==> src/rtl/fir_tap_sequencer.sv <==
// Multi-channel FIR tap sequencer: coefficient/delay-line addressing and MAC framing.
// Optional FIR_SEQ_SYMMETRIC_EN folds coef_addr_out for symmetric coefficient ROMs.
module fir_tap_sequencer #(
    parameter int ADDR_WIDTH = 8,
    parameter int MAX_TAPS   = 64,
    parameter int N_CH       = 2,
    parameter int CH_WIDTH   = 1
) (
    input  logic                  clk_in,
    input  logic                  rst_in,
    input  logic                  start_in,
    input  logic [ADDR_WIDTH-1:0] taps_in,
    output logic                  busy_out,
    output logic                  done_out,
    output logic                  valid_out,
    output logic                  first_out,
    output logic                  last_out,
    output logic [CH_WIDTH-1:0]   ch_out,
    output logic [ADDR_WIDTH-1:0] tap_out,
    output logic [ADDR_WIDTH-1:0] coef_addr_out,
    output logic [ADDR_WIDTH-1:0] data_addr_out,
    output logic [ADDR_WIDTH-1:0] wr_ptr_out
);

    typedef enum logic [1:0] {
        IDLE,
        RUN,
        DONE
    } state_t;

    localparam logic [ADDR_WIDTH-1:0] ONE    = ADDR_WIDTH'(1);
    localparam logic [ADDR_WIDTH-1:0] MAX_A  = ADDR_WIDTH'(MAX_TAPS);
    localparam logic [ADDR_WIDTH-1:0] LAST_P = ADDR_WIDTH'(MAX_TAPS - 1);
    localparam logic [CH_WIDTH-1:0]   LAST_C = CH_WIDTH'(N_CH - 1);
    localparam logic [CH_WIDTH-1:0]   CH_ONE = CH_WIDTH'(1);

    state_t state_q, state_d;

    logic [ADDR_WIDTH-1:0] t_q, t_d;
    logic [ADDR_WIDTH-1:0] k_q, k_d;
    logic [CH_WIDTH-1:0]   ch_q, ch_d;
    logic [ADDR_WIDTH-1:0] wr_q, wr_d;
    logic [ADDR_WIDTH-1:0] data_q, data_d;
    logic [ADDR_WIDTH-1:0] coef_q, coef_d;
    logic valid_q, valid_d;
    logic first_q, first_d;
    logic last_q, last_d;
    logic done_q, done_d;
    logic busy_q, busy_d;

    logic                  accept;
    logic [ADDR_WIDTH-1:0] t_new;
    logic [ADDR_WIDTH-1:0] wr_inc;

    // Circular delay-line read address: sample k taps older than wr.
    function automatic logic [ADDR_WIDTH-1:0] ring_addr(
        input logic [ADDR_WIDTH-1:0] wr,
        input logic [ADDR_WIDTH-1:0] k
    );
        if (wr >= k) begin
            return wr - k;
        end
        return wr + (MAX_A - k);
    endfunction

`ifdef FIR_SEQ_SYMMETRIC_EN
    // Mirror the upper half of the taps onto the stored lower half.
    function automatic logic [ADDR_WIDTH-1:0] fold_addr(
        input logic [ADDR_WIDTH-1:0] k,
        input logic [ADDR_WIDTH-1:0] t
    );
        logic [ADDR_WIDTH-1:0] half;
        half = (t >> 1) + {{(ADDR_WIDTH-1){1'b0}}, t[0]};
        if (k < half) begin
            return k;
        end
        return t - ONE - k;
    endfunction
`endif

    // Tap count clamp and write-pointer increment for a new sample.
    always_comb begin
        t_new = taps_in;
        if (taps_in == '0) begin
            t_new = ONE;
        end else if (taps_in > MAX_A) begin
            t_new = MAX_A;
        end
        wr_inc = (wr_q == LAST_P) ? '0 : wr_q + ONE;
    end

    // Next-state and next-output logic; outputs describe the tap of the next cycle.
    always_comb begin
        state_d = state_q;
        t_d     = t_q;
        k_d     = k_q;
        ch_d    = ch_q;
        wr_d    = wr_q;
        data_d  = data_q;
        coef_d  = coef_q;
        valid_d = 1'b0;
        first_d = 1'b0;
        last_d  = 1'b0;
        done_d  = 1'b0;
        busy_d  = 1'b0;
        accept  = start_in && (state_q != RUN);

        unique case (state_q)
            IDLE, DONE: begin
                state_d = IDLE;
                if (accept) begin
                    state_d = RUN;
                    t_d     = t_new;
                    wr_d    = wr_inc;
                    k_d     = '0;
                    ch_d    = '0;
                    busy_d  = 1'b1;
                end
            end
            RUN: begin
                busy_d = 1'b1;
                if (k_q == t_q - ONE) begin
                    if (ch_q == LAST_C) begin
                        state_d = DONE;
                        done_d  = 1'b1;
                    end else begin
                        k_d  = '0;
                        ch_d = ch_q + CH_ONE;
                    end
                end else begin
                    k_d = k_q + ONE;
                end
            end
            default: begin
                state_d = IDLE;
            end
        endcase

        if (state_d == RUN) begin
            valid_d = 1'b1;
            first_d = (k_d == '0);
            last_d  = (k_d == t_d - ONE);
            data_d  = ring_addr(wr_d, k_d);
`ifdef FIR_SEQ_SYMMETRIC_EN
            coef_d  = fold_addr(k_d, t_d);
`else
            coef_d  = k_d;
`endif
        end
    end

    // State register.
    always_ff @(posedge clk_in or negedge rst_in) begin
        if (!rst_in) begin
            state_q <= IDLE;
        end else begin
            state_q <= state_d;
        end
    end

    // Counter, pointer and registered output state.
    always_ff @(posedge clk_in or negedge rst_in) begin
        if (!rst_in) begin
            t_q     <= '0;
            k_q     <= '0;
            ch_q    <= '0;
            wr_q    <= '0;
            data_q  <= '0;
            coef_q  <= '0;
            valid_q <= 1'b0;
            first_q <= 1'b0;
            last_q  <= 1'b0;
            done_q  <= 1'b0;
            busy_q  <= 1'b0;
        end else begin
            t_q     <= t_d;
            k_q     <= k_d;
            ch_q    <= ch_d;
            wr_q    <= wr_d;
            data_q  <= data_d;
            coef_q  <= coef_d;
            valid_q <= valid_d;
            first_q <= first_d;
            last_q  <= last_d;
            done_q  <= done_d;
            busy_q  <= busy_d;
        end
    end

    assign busy_out      = busy_q;
    assign done_out      = done_q;
    assign valid_out     = valid_q;
    assign first_out     = first_q;
    assign last_out      = last_q;
    assign ch_out        = ch_q;
    assign tap_out       = k_q;
    assign coef_addr_out = coef_q;
    assign data_addr_out = data_q;
    assign wr_ptr_out    = wr_q;

endmodule

==> config.mk <==
export PLATFORM = sky130hd
export DESIGN_NAME = fir_tap_sequencer
export DESIGN_NICKNAME = d
export VERILOG_FILES = /design/src/rtl/fir_tap_sequencer.sv
export SDC_FILE = /design/constraint.sdc
export NUM_CORES = 1
export LEC_CHECK = 0
export CELL_PAD_IN_SITES_DETAIL_PLACEMENT = 1
export CELL_PAD_IN_SITES_GLOBAL_PLACEMENT = 1
export CORE_MARGIN = 2
export CORE_UTILIZATION = 35
export DETAILED_ROUTE_END_ITERATION = 12
export PLACE_DENSITY = 0.7
export SLEW_MARGIN = 10
export SYNTH_ARGS = -nofsm -noshare
export SYNTH_HDL_FRONTEND = slang
export SYNTH_SLANG_ARGS = --single-unit
==> constraint.sdc <==
create_clock -name clk_in -period 6.4 [get_ports clk_in]
set_input_delay 1.28 -clock clk_in [delete_from_list [all_inputs] [get_ports clk_in]]
set_output_delay 1.28 -clock clk_in [all_outputs]
set_load 0.01 [all_outputs]
; Yosys cells after proc, flatten, opt, wreduce, memory -nomap -nowiden
; Cells that the tools add are included.
[word_totals]
in_bits = 11
ff_bits = 48
wordCells = 69
output_inout_bits = 38
[classes]
mux = 31
magnitude_cmp = 2
n_eq_ne = 9
n_reduce_logical = 7
add_sub_neg = 8
[ops]
columns = cell, n
row1 = two-way mux 8 bit, 12
row2 = "adder 8 x 1 -> 8 bit, second input constant", 2
row3 = equality test 8 bit, 2
row4 = logical NOT 8 bit, 2
row5 = one-hot mux 8 bit (2 select lines), 1
row6 = "subtractor 8 x 1 -> 8 bit, second input constant", 2
row7 = two-way mux 1 bit, 13
row8 = adder 8 bit, 1
row9 = "equality test 8 x 6 -> 1 bit, second input constant", 1
row10 = greater-or-equal comparator 8 bit, 1
row11 = "greater-than comparator 8 x 7 -> 1 bit, second input constant", 1
row12 = "subtractor 7 x 8 -> 8 bit, first input constant", 1
row13 = subtractor 8 bit, 1
row14 = "equality test 2 x 1 -> 1 bit, second input constant", 2
row15 = two-way mux 2 bit, 2
row16 = "!= test 2 bit, second input constant", 2
row17 = one-hot mux 1 bit (2 select lines), 2
row18 = one-hot mux 2 bit (2 select lines), 1
row19 = AND reduction 3 bit, 1
row20 = "equality test 2 bit, second input constant", 1
row21 = logical NOT 2 bit, 1
row22 = "!= test 2 x 1 -> 1 bit, second input constant", 1
row23 = nonzero test 2 bit, 1
row24 = OR reduction 2 bit, 1
row25 = 2 further kinds, 2

; Logic depth before layout (Yosys ltp)
[logic_depth]
ltp_word = 8
depth_mapped = 24
depth_no_buf = 21

; Least setup slack after synthesis
; OpenSTA, ideal clock, no wires.
[synth_path]
kind = input to register
from = input start_in
to = register data_q[5] (netlist: data_addr_out[5])
t_required_ps = 6273
path_buffers = 2
setup_time_ps = 127
cell_stages = 19
arrival_ps = 4758
setup_slack_ps = 1515
path_cell_list = nor2b_1 > clkbuf_1 > nor2_1 > inv_1 > o21ai_1 > o21ai_0 > o21ai_0 > inv_1 > ha_1 > fa_1 > a31oi_1 > o21ai_0 > o21ai_0 > nand2b_1 > a21oi_1 > clkbuf_1 > nor3_1 > mux2i_1 > nand3_1
[synth_between]
elab_chain_cells = 7
word_cells_on_any_way = 16
classes_between = add/sub (3) / order compare (1) / eq/ne (1) / mux (10) / reduce/logical (1)
[synth_lines]
columns = element, line
row1 = start: declaration, 11  ; input logic start_in,
row2 = logical AND 1 bit (*), 106  ; accept = start_in && (state_q != RUN);
row3 = two-way mux 8 bit (*), 111  ; if (accept) begin
row4 = one-hot mux 8 bit (2 select lines) (*), 108  ; unique case (state_q)
row5 = via k_d[2], 40  ; logic [ADDR_WIDTH-1:0] k_q, k_d;
row6 = branches (longest 3 deep; another with subtractor 7 x 8 -> 8 bit), --
row7 = two-way mux 8 bit (*), 63  ; return wr + (MAX_A - k);
row8 = end signal: assignment, 180  ; data_q <= data_d;
row9 = end: declaration, 43  ; logic [ADDR_WIDTH-1:0] data_q, data_d;
; Mark *: on every way through the listed nets, which the timed path passes. The select of a mux whose other input is x is not followed.
; A chain may end at the register's enable or synchronous reset.

; Worst setup path after layout
[layout_path]
from = input start_in
to = register data_q[6] (netlist: data_addr_out[6])
; Same word-level chain as after synthesis.

==> flow_summary.ini <==
[final_layout]
ant_diodes = 0
drive_above_1_share_pct = 7.108
final_util_pct = 44.05
finalNetCount = 443
area_growth_syn_to_layout_pct = 22.11

[floorplanning]
initial_utilization_pct = 36.07
die_area_um2 = 10320
floorplan.die.height_um = 101.6
num_io_pins = 49
core_area_um2 = 9240
fp-row-count = 35
die_x_um = 101.6

[detailed_routing]
drcViolationCount = 0
routed-via-count = 2863
detail_route.first_pass.iterations = 4
antenna_violating_nets_post_route = 0
drt-wirelength-per-cell_um = 18.06
postRouteWirelength_mm = 9.697
drtIter0Drc = 118
via_per_inst = 5.331

[power_and_ir_drop]
leakagePower_nw = 1.865
ir_worst_vdd_v = 0.0003548
sw_frac_of_total_pct = 48.11
relative_contribution_of_sequential_cells_to_total_power_pct = 21.0
power_density_nw_per_um2 = 661.7
p_sw_mw = 1.296
power.share.combinational_pct = 70.2
internal-power_mw = 1.397
clock_power_share_pct = 8.8

[clock_tree]
ctsResizeCount = 0
clock_tree.htree_level_count = 2
cts_num_sinks = 48
clkTransAtPathRegs_ns = 0.10
clockBufferDepth = 2
cts_hold_buffers = 0
ctsRootBufferMaster = clkbuf_8
postCtsSetupBuffers = 0
clkLatencyLatePin_ns = 0.31
clock_tree_from_tritoncts = yes
tritoncts.num_buffers = 5

[worst_setup_path]
cp_data_arrival_time_ns = 5.68
worst_setup_path_start_kind = input pin
r2r_cells = 21
critPathKind = in -> reg
worst-path-max-fanout = 28
setup.worst_path.end_class = flip-flop
worst_ep_required_time_ns = 6.60

[global_route]
grt_pass1_vias = 3140
grt_overflow = 0
global_route.usage.total_pct = 19.99
grt_pass1_wl_mm = 16.05
grt_max_degree = 49
grt_antenna_before_repair = 0

[timing]
fin_crit_sh_pct = 85.61
max_slew.worst_pin.slew_ns = 1.100
slew_viol_final = 0
hold_violations = 0
max-slew-margin-rel_pct = 26.63
report.final.setup_viol = 0
post-route-min-period_ns = 5.479
totalNegativeSetupSlack_ns = 0
grt_setup_unrepaired = no
fmax_mhz = 182.5
clock_skew_ns = 0.007244

[placement]
detailedPlacementHpwl_mm = 7.415
routabilityCongestion = 0.8439
portBuffers = 48

[yosys]
yosys.cell_types.count = 55
synth_top_flop_cell = dfrtp_1
syn_inst = 360
number_of_flops_mapped_to_enable_cells_by_yosys = 0
post_synthesis_compound_gate_area_fraction_pct = 16.70
synth_xor_area_share_pct = 9.722
synth_simple_gate_area_share_pct = 18.54
synth_top_family_by_area = simple AND/OR/NAND/NOR gates
asyncSetResetFlopFracSynth_pct = 100.0
yosysWarningCount = 0
postSynthRegisterBits = 48
post_synth_mux_area_share_pct = 3.078
post_synth_fa_ha_maj_area_fraction_pct = 10.74
syn-cell-area_um2 = 3333
synth_area_per_cell_um2 = 9.259
synth_seq_area_share_pct = 36.04
synth.net_count = 396

[status]
run_status = complete, no violations

[hold_path]
min_delay_path_depth = 2
holdCritPathClass = reg -> reg

[job]
maxCapViolations = 0
[stage by stage]
stage,instances,setup WS (ns),instance area [um2],power [mW],hold slack (ns)
3_5_place_dp,529,0.5562,3955,2.465,0.4736
4_1_cts,537,0.8874,4070,2.718,0.4977
6_report,537,0.9208,4070,2.693,0.4956
2_1_floorplan,360,1.515,3333,1.863,0.5140
5_1_grt,537,0.3316,4070,2.970,0.5074
3_3_place_gp,529,0.8864,3955,2.390,0.4691
[cell families after synthesis]
group,count (synthesis)
fa+ha+maj,25
mux,9
xor+xnor,37
flops,48
simple gates,121
buf+inv,43
compound gates,77
[placed cells by master (no fill, tap or decap), types with 8 or more instances in the layout]
| cell type | count |
|---|---|
| a21o_1 | 10 |
| nand4_1 | 8 |
| nand2_1 | 34 |
| nor3_1 | 9 |
| xnor2_1 | 22 |
| nor2_1 | 22 |
| and3_1 | 9 |
| a21oi_1 | 11 |
| clkdlybuf4s50_1 | 47 |
| dfrtp_1 | 48 |
| nand3_1 | 14 |
| ha_1 | 19 |
| o21ai_0 | 17 |
| xor2_1 | 15 |
| inv_1 | 28 |
[flip-flops by register name (all words and copies together), names as in the netlist, 2 cells and up]
name,cells
t_q,8
data_addr_out,8
state_q,2
wr_ptr_out,8
coef_addr_out,8
tap_out,8
[worst paths after layout]
kind,end,slack [ns],from
worst max-delay path,data_addr_out[6],0.92,start_in
worst min-delay path,data_addr_out[2],0.50,data_addr_out[2]
worst max register to register,data_addr_out[6],0.97,t_q[0]
worst min register to register,data_addr_out[2],0.50,data_addr_out[2]
max in group asynchronous,tap_out[6],4.91,rst_in
min in group asynchronous,state_q[0],1.06,rst_in
[cell type report]
cell class | instances | area (um2)
Clock inverter | 3 | 46.29
Fill cell | 1082 | 5170
Sequential cell | 48 | 1201
Timing Repair Buffer | 54 | 520.5
Tap cell | 129 | 161.4
Multi-Input combinational cell | 269 | 1963
Clock buffer | 5 | 68.82
Inverter | 29 | 108.9
[critical path, stage by stage]
cell and delay [ns]:
clkdlybuf4s50_1 0.43, nor2b_1 0.15, buf_4 0.17, nor2_1 0.38, inv_1 0.18, o21ai_2 0.45, o21ai_0 0.20, o21ai_0 0.26
inv_1 0.10, ha_1 0.25, fa_1 0.37, a31oi_1 0.24, o21ai_0 0.18, o21ai_0 0.20, nand2b_1 0.07, a21oi_1 0.15
buf_4 0.22, nor2_1 0.07, a211oi_1 0.23, nor2_1 0.07
[cells in the mapped netlist, types with 3 or more instances]
| cell | n | area share, % |
|---|---|---|
| a22oi_1 | 5 | 1.1 |
| or4_1 | 3 | 0.68 |
| nand2_1 | 34 | 3.8 |
| fa_1 | 6 | 3.6 |
| mux2i_1 | 5 | 1.5 |
| nor2_1 | 22 | 2.5 |
| a22o_1 | 6 | 1.6 |
| o21bai_1 | 5 | 1.1 |
| clkbuf_1 | 12 | 1.4 |
| nand4_1 | 8 | 1.5 |
| xor2_1 | 15 | 3.9 |
| xnor2_1 | 22 | 5.8 |
| nor2b_1 | 3 | 0.56 |
| a21o_1 | 10 | 2.3 |
| nand3_1 | 14 | 2.1 |
| nor3_1 | 9 | 1.4 |
| and3_1 | 9 | 1.7 |
| a31oi_1 | 3 | 0.56 |
| ha_1 | 19 | 7.1 |
| a21oi_1 | 11 | 1.7 |
| nand2b_1 | 4 | 0.75 |
| nor4_1 | 3 | 0.56 |
| nor4b_1 | 3 | 0.79 |
| o21ai_0 | 17 | 2.6 |
| dfrtp_1 | 48 | 36 |
| inv_1 | 28 | 3.2 |
[power groups by stage]
stage / clock [mW] / sequential [mW] / combinational, mW
floorplan: 0 / 0.549 / 1.31
global placement: 0 / 0.570 / 1.82
detailed placement: 0 / 0.573 / 1.89
CTS: 0.244 / 0.567 / 1.91
global route: 0.256 / 0.587 / 2.13
finish: 0.238 / 0.565 / 1.89
[metal layers]
metal	global-route usage, %	vias to the layer above	part of all wire (%)
li1	-	1359	-
met1	26.34	1438	47
met2	34.67	54	49
met3	2.968	12	2.9
met4	4.470	0	1.2
met5	0	-	0
No activity file was read; power rests on OpenSTA's default activity.
